### src/rtl/shift_issue_ctrl.sv
// shift_issue_ctrl
//   Valid/ready front end and result collector for a 32-bit barrel shifter
//   that has a fixed one-cycle latency. The controller decodes each request
//   into the shifter's control inputs and tracks the op that is in flight.
//   Results are queued in a DEPTH-entry FIFO. Requests are accepted only when
//   the FIFO has room for every op that could still land in it, because the
//   shifter cannot be stalled.
//
// Ports
//   i_clk, i_rst_n        clock; asynchronous active-low reset
//   s_valid/s_ready       request handshake
//   s_op/s_amt/s_data     request: op (00 SLL, 01 SRL, 10 SRA, 11 reserved),
//                         shift amount, operand
//   s_tag                 opaque tag, returned with the result
//   o_sh_*                combinational control/data to the shifter
//   i_sh_result           shifter output, valid the cycle after issue
//   m_valid/m_ready       result handshake; m_data/m_tag are the FIFO head
//   o_err_illegal         sticky flag, set when a reserved op is accepted
module shift_issue_ctrl #(
    parameter int unsigned DEPTH = 4,
    parameter int unsigned TAG_W = 4
) (
    input  logic             i_clk,
    input  logic             i_rst_n,
    input  logic             s_valid,
    output logic             s_ready,
    input  logic [1:0]       s_op,
    input  logic [4:0]       s_amt,
    input  logic [31:0]      s_data,
    input  logic [TAG_W-1:0] s_tag,
    output logic [31:0]      o_sh_data,
    output logic [4:0]       o_sh_amt,
    output logic             o_sh_left,
    output logic             o_sh_signed,
    input  logic [31:0]      i_sh_result,
    output logic             m_valid,
    input  logic             m_ready,
    output logic [31:0]      m_data,
    output logic [TAG_W-1:0] m_tag,
    output logic             o_err_illegal
);

    localparam int unsigned PTR_W = $clog2(DEPTH);
    localparam int unsigned CNT_W = PTR_W + 1;

    typedef enum logic [1:0] {
        OP_SLL  = 2'b00,
        OP_SRL  = 2'b01,
        OP_SRA  = 2'b10,
        OP_RSVD = 2'b11
    } op_e;

    op_e op;
    assign op = op_e'(s_op);

    logic [31:0]      data_q [DEPTH];
    logic [TAG_W-1:0] tagm_q [DEPTH];
    logic [PTR_W-1:0] wr_ptr_q, wr_ptr_d;
    logic [PTR_W-1:0] rd_ptr_q, rd_ptr_d;
    logic [CNT_W-1:0] count_q, count_d;
    logic             issued_q, issued_d;
    logic [TAG_W-1:0] tag_q, tag_d;
    logic             err_q, err_d;

    logic accept, push, pop;

    // Reserved op becomes a logical right shift by zero, so the operand
    // passes through unchanged.
    always_comb begin
        o_sh_data   = s_data;
        o_sh_amt    = s_amt;
        o_sh_left   = 1'b0;
        o_sh_signed = 1'b0;
        case (op)
            OP_SLL:  o_sh_left   = 1'b1;
            OP_SRL:  ;
            OP_SRA:  o_sh_signed = 1'b1;
            default: o_sh_amt    = '0;
        endcase
    end

    // Credit: the in-flight op already owns a FIFO slot, so it is counted
    // together with the queued results. m_ready deliberately plays no part.
    assign s_ready = i_rst_n & ((count_q + CNT_W'(issued_q)) < CNT_W'(DEPTH));
    assign accept  = s_valid & s_ready;
    assign push    = issued_q;
    assign m_valid = (count_q != '0);
    assign pop     = m_valid & m_ready;
    assign m_data  = data_q[rd_ptr_q];
    assign m_tag   = tagm_q[rd_ptr_q];
    assign o_err_illegal = err_q;

    always_comb begin
        wr_ptr_d = wr_ptr_q;
        rd_ptr_d = rd_ptr_q;
        count_d  = count_q;
        issued_d = accept;
        tag_d    = tag_q;
        err_d    = err_q;
        if (accept) begin
            tag_d = s_tag;
            if (op == OP_RSVD) err_d = 1'b1;
        end
        if (push) wr_ptr_d = wr_ptr_q + PTR_W'(1);
        if (pop)  rd_ptr_d = rd_ptr_q + PTR_W'(1);
        case ({push, pop})
            2'b10:   count_d = count_q + CNT_W'(1);
            2'b01:   count_d = count_q - CNT_W'(1);
            default: count_d = count_q;
        endcase
    end

    always_ff @(posedge i_clk or negedge i_rst_n) begin
        if (!i_rst_n) begin
            wr_ptr_q <= '0;
            rd_ptr_q <= '0;
            count_q  <= '0;
            issued_q <= 1'b0;
            tag_q    <= '0;
            err_q    <= 1'b0;
            for (int unsigned i = 0; i < DEPTH; i++) begin
                data_q[i] <= '0;
                tagm_q[i] <= '0;
            end
        end else begin
            wr_ptr_q <= wr_ptr_d;
            rd_ptr_q <= rd_ptr_d;
            count_q  <= count_d;
            issued_q <= issued_d;
            tag_q    <= tag_d;
            err_q    <= err_d;
            if (push) begin
                data_q[wr_ptr_q] <= i_sh_result;
                tagm_q[wr_ptr_q] <= tag_q;
            end
        end
    end

endmodule

### config.mk
export PLATFORM = sky130hd
export DESIGN_NAME = shift_issue_ctrl
export DESIGN_NICKNAME = d
export VERILOG_FILES = /design/src/rtl/shift_issue_ctrl.sv
export SDC_FILE = /design/constraint.sdc
export NUM_CORES = 1
export LEC_CHECK = 0
export CORE_MARGIN = 1.5
export CORE_UTILIZATION = 46
export CTS_CLUSTER_SIZE = 40
export DETAILED_ROUTE_END_ITERATION = 8
export PLACE_DENSITY = 0.86
export SLEW_MARGIN = 25
export SYNTH_ARGS = -nofsm -noshare
export SYNTH_HDL_FRONTEND = slang
export SYNTH_SLANG_ARGS = --single-unit
### constraint.sdc
create_clock -name i_clk -period 1.5 [get_ports i_clk]
set_input_delay 0.3 -clock i_clk [delete_from_list [all_inputs] [get_ports i_clk]]
set_output_delay 0.3 -clock i_clk [all_outputs]
set_load 0.05 [all_outputs]
; ---- Word level (Yosys, flattened, before mapping)
; Cells that the tools add are included.
[word_totals]
in_bits = 79
output_inout_bits = 78
reg_bits = 157
elab_cells = 55
[classes]
bitwise = 5
n_lt_le_gt_ge = 4
mux = 16
addsub = 5
reduce_logical = 6
n_eq_ne = 5
[ops]
columns = operator, n
row1 = $bwmux 128, 1
row2 = $mux 32, 3
row3 = $bmux 32 s2, 1
row4 = $demux 32 s2, 1
row5 = $bwmux 16, 1
row6 = $mux 4, 3
row7 = $bmux 4 s2, 1
row8 = $demux 4 s2, 1
row9 = $eq 2x2->1 const B, 3
row10 = $ge 3x3->1 const B, 2
row11 = $not 2->3, 2
row12 = $pmux 3 s2, 1
row13 = $mux 5, 1
row14 = $add 2x1->2 const B, 2
row15 = $eq 2x1->1 const B, 2
row16 = $add 3x1->3, 1
row17 = $add 3x1->3 const B, 1
row18 = $and 1x1->1, 3
row19 = $lt 3x1->1 const B, 1
row20 = $lt 3x3->1 const B, 1
row21 = $reduce_bool 3->1, 1
row22 = $reduce_or 3->1, 1
row23 = $sub 3x1->3 const B, 1
row24 = $logic_not 2->1, 1
row25 = other kinds (4), 5

; ---- Longest topological paths before layout
; Gate-level depths: netlist of the first run.
[logic_depth]
ltp_word = 6
depth_mapped = 8
depth_no_buf = 7

; ---- Worst setup path before layout of the first run
; No wires, ideal clock.
[synth_path]
kind = reg-to-output
from = register rd_ptr_q[0]
to = output m_data[13]
path_buffers = 2
setup_slack_ps = -178
stages_incl_launch_ff = 4
arrival_ps = 1378
t_required_ps = 1200
path_cell_list = dfrtp_1 > buf_4 > buf_6 > mux4_2
[synth_via]
elab_chain_cells = 4
[synth_lines]
columns = element, line_no
row1 = from (decl), 59  ; logic [PTR_W-1:0] rd_ptr_q, rd_ptr_d;
row2 = from (signal assigned), 127  ; rd_ptr_q <= rd_ptr_d;
row3 = $not 2->3 (implied by the code), 89  ; assign m_data = data_q[rd_ptr_q];
row4 = $bmux 32 s2, 89
row5 = $mux 32 (implied by the code) (2 in a row), 89
row6 = to (decl), 38  ; output logic [31:0] m_data,
; No other way between the ends. The select of a mux whose other input is x is not followed.

; ---- Worst setup path after layout of the first run
; Same ends and word-level chain as after synthesis.

==> impl_metrics.toml, run 1 <==
[outcome]
status = "finished with violations"
violations = "negative setup slack"

[critical_path]
cp_cell_sequence = "buf_12 -> clkbuf_16 -> mux4_2 -> buf_6"
worstSetupPathType = "reg -> out"
worstSetupStartpoint = "rd_ptr_q[0]"
end_kind = "output pin"
critPathMaxFanout = 7
reg2reg_depth = 8
r2r_slack_ns = -0.23
r2r-start = "count_q[2]"
cp_num_buf_inv = 3
worstPathRequired_ns = 1.20
crit_family = "multiplexers"
cp-start-kind = "flop"
max_stage_delay_ns = 0.52
cp_slowest_cell = "mux4_2"
worstPathArrival_ns = 1.81
timing.rr.end = "count_q[2]"
crit_end = "m_data[13]"
worstSetupPathDepth = 4

[timing]
skew_ns = 0.006001
fin_ws_ns = -0.6134
setup_viol = 44
grt_setup_unrepaired = "true"
period_share_pct = 140.9
slew_viol_final = 0
hold_viol = 0
max_freq_mhz = 473.2
fin_hold_ws_ns = 0.02131
fin_crit_ns = 2.113
fin_tns_setup_ns = -22.31
max_slew_margin_pct = 45.22
tightest_slew_ns = 0.8217

[clock_tree]
cts_max_level = 4
clkTransAtPathRegs_ns = 0.06
cts_buffer_depth = 2
tritoncts = "built"
cts_buffers = 17
root_buffer = "clkbuf_16"
clock_sinks = 157
clk_latency_ns = 0.42

[floorplanning]
core-area_um2 = 15150
start_util_pct = 47.04
ios = 157
die_w_um = 127.5
fp.dieArea_um2 = 16240
rows = 45
die_y_um = 127.5

[yosys]
synth-seq-cells = 157
yosysWarningCount = 0
ys_dominant_reg_cell = "dfrtp_1"
synth_edf_count = 0
synth_seq_area_share_pct = 55.15
avgSynthCellArea_um2 = 16.27
synthCells = 438
netlist_top_cells_area = "dfrtp_1 55%, mux2_2 23%, mux4_2 11%, buf_4 3.9%, buf_2 0.98%"
yosysTopAreaCell = "dfrtp_1"
ys_top_cells_by_count = "157 x dfrtp_1, 148 x mux2_2, 37 x buf_4, 36 x mux4_2, 14 x buf_2"
async_flop_share_pct = 100.0
yosysMostFrequentCell = "dfrtp_1"
synth_top_area_share_pct = 55.15
syn-cell-area_um2 = 7124
syn-num-nets = 523
synth.distinct_cells = 25

[place]
dp_hpwl_um = 9225
gp_congestion = 0.7004
dp_cells = 688
io_buffers = 92
place_area_um2 = 8247

[global_routing]
grt_usage_pct = 19.08
grt_pass1_wl_um = 23280
antenna_found_initial = 0
grt_pass1_vias = 4464
grt_start_max_net_pins = 157
grt-ovfl-total = 0

[job]
cap_violations = 0

[cells_and_area]
n_antenna_cell = 0
fin_nets = 625
final_area_um2 = 9532
fill_cells = 1075
fin_cells = 741
drive_above_1_share_pct = 58.77
area_growth_pct = 33.79

[pwr]
power_density_nw_per_um2 = 2627
p_leak_nw = 4.064
peakVddDrop_mv = 1.327

[drt]
wl_met1_um = 6455
routed.top_layer = "met4"
drt_iter0_markers = 107
vias = 4081
ant_nets = 0
wl_per_cell_um = 21.05
firstDrtPassIters = 4
routed_wl_um = 15600
drc_errors = 0
met2_length_um = 8139
viasPerCell = 5.507
met3_length_um = 598

[min_path]
hold_class = "in -> async"
state kept, by name, indices dropped and copies added (netlist names):
signal,count
data_q,128
tag_q,4
wr_ptr_q,2
rd_ptr_q,2
count_q,3
o_err_illegal,1
issued_q,1
tagm_q,16
worst min-delay path by stage:
stage	start	to	slack [ns]	cells past startpoint
final	i_rst_n	count_q[0]	0.02	2
after global routing	i_rst_n	data_q[3]	0.08	2
after CTS	i_rst_n	data_q[35]	0.09	2
after detailed placement	i_rst_n	o_err_illegal	0.09	1
after global placement	i_rst_n	o_err_illegal	0.09	1
after floorplan	i_rst_n	count_q[0]	0.004	0
timing repair:
action                                  4_1_cts  5_1_grt
hold endpoints to repair                      1        0
gates cloned                                  3        8
hold buffers                                  1        0
pin swaps                                    10        9
gates resized for setup                      61       27
endpoints found under the setup margin      104      119
buffers inserted                              9        1
area by class of cell:
| cell class | count | area [um2] | area share [%] |
|---|---|---|---|
| Sequential cell | 157 | 3931 | 41.24 |
| Multi-Input combinational cell | 222 | 2954 | 30.99 |
| Timing Repair Buffer | 136 | 1814 | 19.03 |
| Clock buffer | 19 | 432.9 | 4.542 |
| Tap cell | 188 | 235.2 | 2.468 |
| Clock inverter | 13 | 141.4 | 1.483 |
| Inverter | 6 | 22.52 | 0.2363 |
worst register-to-register path, stage by stage (launching register included):
cell     delay, ns
dfrtp_1       0.40
buf_6         0.12
o31a_4        0.29
ha_4          0.17
inv_2         0.05
fa_2          0.18
xor2_1        0.17
nor2_1        0.08
xor2_1        0.14
report_power, final:
| part | total, mW | switching [mW] | leakage, nW | internal, mW |
|---|---|---|---|---|
| clock | 4.18 | 1.72 | 0.274 | 2.46 |
| combinational | 13.3 | 6.75 | 1.95 | 6.59 |
| sequential | 7.52 | 1.13 | 1.85 | 6.39 |
cell families (layout without fill, tap and decap cells):
| group | after synthesis | in the layout | share of synthesized area (%) |
|---|---|---|---|
| simple gates | 20 | 20 | 1.756 |
| buf+inv | 59 | 174 | 5.515 |
| mux | 186 | 186 | 35.23 |
| flops | 157 | 157 | 55.15 |
| xor+xnor | 7 | 7 | 0.8606 |
| compound gates | 3 | 3 | 0.3336 |
| fa+ha+maj | 6 | 6 | 1.159 |
metal layers:
layer,global-route usage (%),up-vias
met5,0,-
met4,8.489,0
met3,4.229,40
met2,33.51,93
met1,22.48,2170
li1,-,1778
placed cells by master (no fill, tap or decap), types with 3 or more instances in the layout:
cell type / synthesis / layout
dfrtp_1: 157 / 155
mux2_2: 148 / 143
buf_6: 2 / 48
clkdlybuf4s50_1: 0 / 43
mux4_2: 36 / 36
clkbuf_16: 0 / 24
buf_12: 0 / 22
buf_4: 37 / 6
inv_1: 6 / 5
mux2_4: 0 / 5
and2_1: 6 / 4
nand2_8: 0 / 4
xor2_1: 5 / 4
buf_16: 0 / 4
nand2_1: 3 / 3
ha_4: 0 / 3
clkinv_2: 0 / 3
clkinvlp_4: 0 / 3
clkinv_4: 0 / 3
buf_8: 0 / 3
through the flow:
stage / setup WS [ns] / total power, mW / util, %
2_1_floorplan: -0.1304 / 16.01 / -
3_3_place_gp: -0.4344 / 18.65 / 54.45
3_5_place_dp: -0.5064 / 19.19 / 54.45
5_1_grt: -0.6525 / 26.16 / 62.93
4_1_cts: -0.6284 / 24.71 / 60.79
6_report: -0.6134 / 25.04 / 62.93
Power figures use the tool's default switching activity.
==> run 2: changes to the inputs <==
Settings changed: GPL_TIMING_DRIVEN set to 0.
==> run 2 against run 1 <==
The run ends with negative hold slack, negative setup slack left. Setup slack got worse by 0.043 ns. Sequential share of layout area fell by 3.3 points. Worst hold slack got worse by 0.16 ns. Clock power is 9.1% higher. Non-clock buffer count rose by 83. First-iteration DRC count increased by 100%. Register-to-register slack hardly changed. Critical path depth did not move. Combinational power is 8% higher. Critical endpoint is now m_data[26]. Highest routed layer unchanged.
==> impl_metrics.toml, run 2 (synthesis gave the netlist of run 1 again) <==
[place]
dp_cells = 751
gp_congestion = 0.7282
io_buffers = 124
dp_hpwl_um = 10070

[global_routing]
grt_pass1_vias = 4793
grt_start_max_net_pins = 92
grt_usage_pct = 20.38
antenna_found_initial = 0
grt-ovfl-total = 0
grt_pass1_wl_um = 24700

[critical_path]
cp_slowest_cell = "mux4_2"
r2r-start = "count_q[1]"
end_kind = "output pin"
worstPathArrival_ns = 1.86
worstSetupStartpoint = "rd_ptr_q[1]"
critPathMaxFanout = 10
max_stage_delay_ns = 0.40
cp_cell_sequence = "buf_4 -> buf_2 -> mux4_2 -> buf_8"
worstPathRequired_ns = 1.20
worstSetupPathType = "reg -> out"
cp-start-kind = "flop"

[clock_tree]
tritoncts = "built"
clock_sinks = 157
clkTransAtPathRegs_ns = 0.06
cts_buffer_depth = 2
cts_buffers = 17
cts_max_level = 4
root_buffer = "clkbuf_16"
clk_latency_ns = 0.43

[cells_and_area]
utilization_pct = 68.46
biggestRegsByFlops = "data_q (128), tagm_q (16), tag_q (4)"
regArea_um2 = 3935
multi_input_area_um2 = 3100
fin_cells = 824
regMostFlops = "data_q"
final_common_cell = "dfrtp_1"
fill_cells = 1012
layout_common_cells = "152 x dfrtp_1, 97 x mux2_2, 75 x clkdlybuf4s50_1"
n_antenna_cell = 0
largest_reg_flops = 128
drive_above_1_share_pct = 59.59
area_growth_pct = 45.54
fin_nets = 708

[drt]
viasPerCell = 5.271
drc_errors = 0
met2_length_um = 8504
met3_length_um = 828
routed_wl_um = 16580
firstDrtPassIters = 4
wl_per_cell_um = 20.12
ant_nets = 0
drt_iter0_markers = 214
vias = 4343
wl_met1_um = 6916
routed.top_layer = "met4"

[floorplanning]
rows = 45
ios = 157
die_y_um = 127.5
die_w_um = 127.5
start_util_pct = 47.04
core-area_um2 = 15150
fp.dieArea_um2 = 16240

[min_path]
hold_class = "in -> async"

[timing]
max_freq_mhz = 463.7
max_slew_margin_pct = 53.96
skew_ns = 0.007895
period_share_pct = 143.8
hold_viol = 87
setup_viol = 90
grt_setup_unrepaired = "true"
fin_crit_ns = 2.157
tightest_slew_ns = 0.6906
slew_viol_final = 0
fin_ws_ns = -0.6566
fin_hold_ws_ns = -0.1413
fin_tns_setup_ns = -25.14

[outcome]
status = "finished with violations"
violations = "negative hold slack, negative setup slack"

[job]
cap_violations = 0

[pwr]
p_leak_nw = 4.685
power_density_nw_per_um2 = 2561
peakVddDrop_mv = 1.973
[run 2: where the power goes]
group,switching (mW),internal (mW)
registers,1.24,6.41
logic,7.07,7.27
clock network,1.63,2.93
total,9.94,16.6
[run 2: final cells by class]
class                      instances  share of cell area (%)
multi-input combinational        222                   29.90
clock inverter                     5                  0.9654
timing repair buffer             167                   18.32
clock buffer                      27                   5.141
tap                              188                   2.269
sequential                       157                   37.95
inverter                           6                  0.2655
buffer                            52                   5.189
[run 2: metrics by stage]
| step | power, mW | worst slack (ns) | area, um2 |
|---|---|---|---|
| after floorplan | 16.01 | -0.1304 | 7153 |
| after global placement | 18.95 | -5.747 | 8630 |
| after detailed placement | 19.48 | -0.8188 | 8662 |
| after CTS | 25.84 | -0.6835 | 9971 |
| after global routing | 27.77 | -0.7120 | 10370 |
| final | 26.55 | -0.6566 | 10370 |
[run 2: layer usage]
| metal | track usage (%) | vias to the layer above |
|---|---|---|
| met5 | 0 | - |
| met4 | 8.890 | 0 |
| met3 | 4.858 | 23 |
| met2 | 34.72 | 143 |
| met1 | 24.84 | 2241 |
| li1 | - | 1936 |
[run 2: final timing paths]
path / to / depth (start not counted) / slack [ns]
worst min register to register: o_err_illegal / 1 / 0.47
worst min-delay path: data_q[42] / 1 / -0.14
worst max register to register: count_q[2] / 8 / -0.24
max in group asynchronous: data_q[93] / 2 / 0.86
worst max-delay path: m_data[26] / 4 / -0.66
min in group i_clk: o_err_illegal / 2 / 0.33
[run 2: worst max-delay path: cells and delay by family (launching register included)]
family / cells / cell delay, ns
buf+inv: 3 / 0.69
flops: 1 / 0.32
mux: 1 / 0.40
[run 2: what timing repair did]
action | CTS | global route
setup buffers | 29 | 7
endpoints found under the hold margin | 87 | 87
cloned | 5 | 4
endpoints found under the setup margin | 172 | 145
pin swaps | 7 | 3
resized for setup | 383 | 82
==> run 3: changes to the inputs <==
Settings changed: CORE_MARGIN 1.5 to 3.
==> run 3 against run 2 <==
The flow still finishes with violations (negative hold slack, negative setup slack). Via count is 3.1% higher. Clock skew is essentially flat. Flip-flop and latch count is the same. Sequential power grew 2%. Cell count up 0.49%. Critical path depth stayed put. Clock power about the same. Sequential share of layout area is 1.4 points lower. Non-clock buffer count rose by 8. Critical endpoint is now m_data[21]. Largest cell class unchanged.
==> impl_metrics.toml, run 3 (synthesis gave the netlist of run 1 again) <==
[cells_and_area]
fill_cells = 961
regMostFlops = "data_q"
final_common_cell = "dfrtp_1"
largest_reg_flops = 128
layout_common_cells = "151 x dfrtp_1, 92 x mux2_4, 75 x clkdlybuf4s50_1"
n_antenna_cell = 0
area_growth_pct = 51.05
drive_above_1_share_pct = 60.71
final_area_um2 = 10760
biggestRegsByFlops = "data_q (128), tagm_q (16), tag_q (4)"
fin_nets = 716
fin_cells = 828

[pwr]
p_leak_nw = 5.012
combPwrFrac_pct = 54.8
p_switching_mw = 10.31
total_power_mw = 27.27
p_sw_share_pct = 37.80
p_clk_share_pct = 16.7
sequentialPowerShare_pct = 28.5
intPower_mw = 16.96
power_density_nw_per_um2 = 2534
peakVddDrop_mv = 1.595

[clock_tree]
clk_latency_ns = 0.43
clkTransAtPathRegs_ns = 0.06
tritoncts = "built"
root_buffer = "clkbuf_16"
clock_sinks = 157
cts_max_level = 4
cts_buffers = 17
cts_buffer_depth = 2

[floorplanning]
die_y_um = 130.5
rows = 44
start_util_pct = 47.93
core-area_um2 = 14860
ios = 157
fp.dieArea_um2 = 17020
die_w_um = 130.5

[critical_path]
crit_end = "m_data[21]"
end_kind = "output pin"
reg2reg_depth = 8
r2r-start = "count_q[1]"
cp-start-kind = "flop"
timing.rr.end = "count_q[2]"
worstPathArrival_ns = 1.84
worstSetupPathType = "reg -> out"
r2r_slack_ns = -0.27
critPathMaxFanout = 6
worstPathRequired_ns = 1.20
worstSetupStartpoint = "rd_ptr_q[0]"

[drt]
firstDrtPassIters = 4
wl_per_cell_um = 22.75
drc_errors = 0
routed_wl_um = 18840
vias = 4477
viasPerCell = 5.407
ant_nets = 0
drt_iter0_markers = 223

[timing]
max_freq_mhz = 466.5
fin_crit_ns = 2.144
fin_ws_ns = -0.6437
hold_viol = 76
max_slew_margin_pct = 66.14
setup_viol = 115
grt_setup_unrepaired = "true"
fin_tns_setup_ns = -26.36
slew_viol_final = 0
fin_hold_ws_ns = -0.2404
tightest_slew_ns = 0.5064
skew_ns = 0.007499
period_share_pct = 142.9

[global_routing]
grt-ovfl-total = 0
antenna_found_initial = 0
grt_usage_pct = 21.54
grt_pass1_wl_um = 27240
grt_pass1_vias = 4925
grt_start_max_net_pins = 79

[outcome]
status = "finished with violations"
violations = "negative hold slack, negative setup slack"

[place]
dp_cells = 747
gp_congestion = 0.6751
place_area_um2 = 8657
io_buffers = 124
place_ws_ns = -1.016
dp_hpwl_um = 10480

[job]
cap_violations = 0

[min_path]
hold_class = "in -> async"
==> run 3: routing by layer <==
layer / vias up / global-route usage, % / wire length, um
li1: 1960 / - / -
met1: 2376 / 26.37 / 7576
met2: 121 / 38.44 / 10200
met3: 20 / 4.756 / 748
met4: 0 / 6.352 / 311
met5: - / 0 / 0
==> run 3: how the worst min path moves through the flow <==
stage	from	end	slack, ns
6_report	i_rst_n	data_q[100]	-0.24
5_1_grt	i_rst_n	data_q[100]	-0.22
4_1_cts	i_rst_n	data_q[68]	-0.20
3_5_place_dp	i_rst_n	data_q[100]	0.31
3_3_place_gp	o_err_illegal	o_err_illegal	0.46
2_1_floorplan	i_rst_n	count_q[0]	0.004
==> run 3: per-stage QoR <==
stage	util (%)	hold slack (ns)
floorplan	-	0.004409
global placement	58.02	0.4556
detailed placement	58.24	0.3090
CTS	68.77	-0.2039
global route	72.40	-0.2215
finish	72.40	-0.2404
==> run 3: final cells by class <==
type	instances	area, um2	area share (%)
Buffer	51	560.5	5.209
Clock buffer	20	456.7	4.244
Clock inverter	12	167.7	1.558
Inverter	6	30.03	0.2790
Multi-Input combinational cell	222	3264	30.33
Sequential cell	157	3936	36.58
Tap cell	184	230.2	2.139
Timing Repair Buffer	176	2116	19.66
==> run 3: power groups by stage <==
stage	clock network [mW]	logic [mW]	registers, mW
finish	4.56	14.9	7.78
detailed placement	0	11.9	7.62
global placement	0	11.7	7.33
global route	4.80	15.6	8.04
floorplan	0	8.81	7.20
CTS	4.60	14.0	7.59
==> run 3: what timing repair did <==
item	4_1_cts	5_1_grt
endpoints found under the setup margin	173	169
gates cloned	8	7
endpoints found under the hold margin	76	76
pin swaps	5	11
gates resized for setup	425	95
buffers inserted	32	10
==> run 3: worst max-delay path, cell delays in order, from the launching register on <==
cell and delay, ns:
dfrtp_2 0.41, buf_12 0.16, buf_12 0.13, mux4_2 0.53, buf_6 0.18
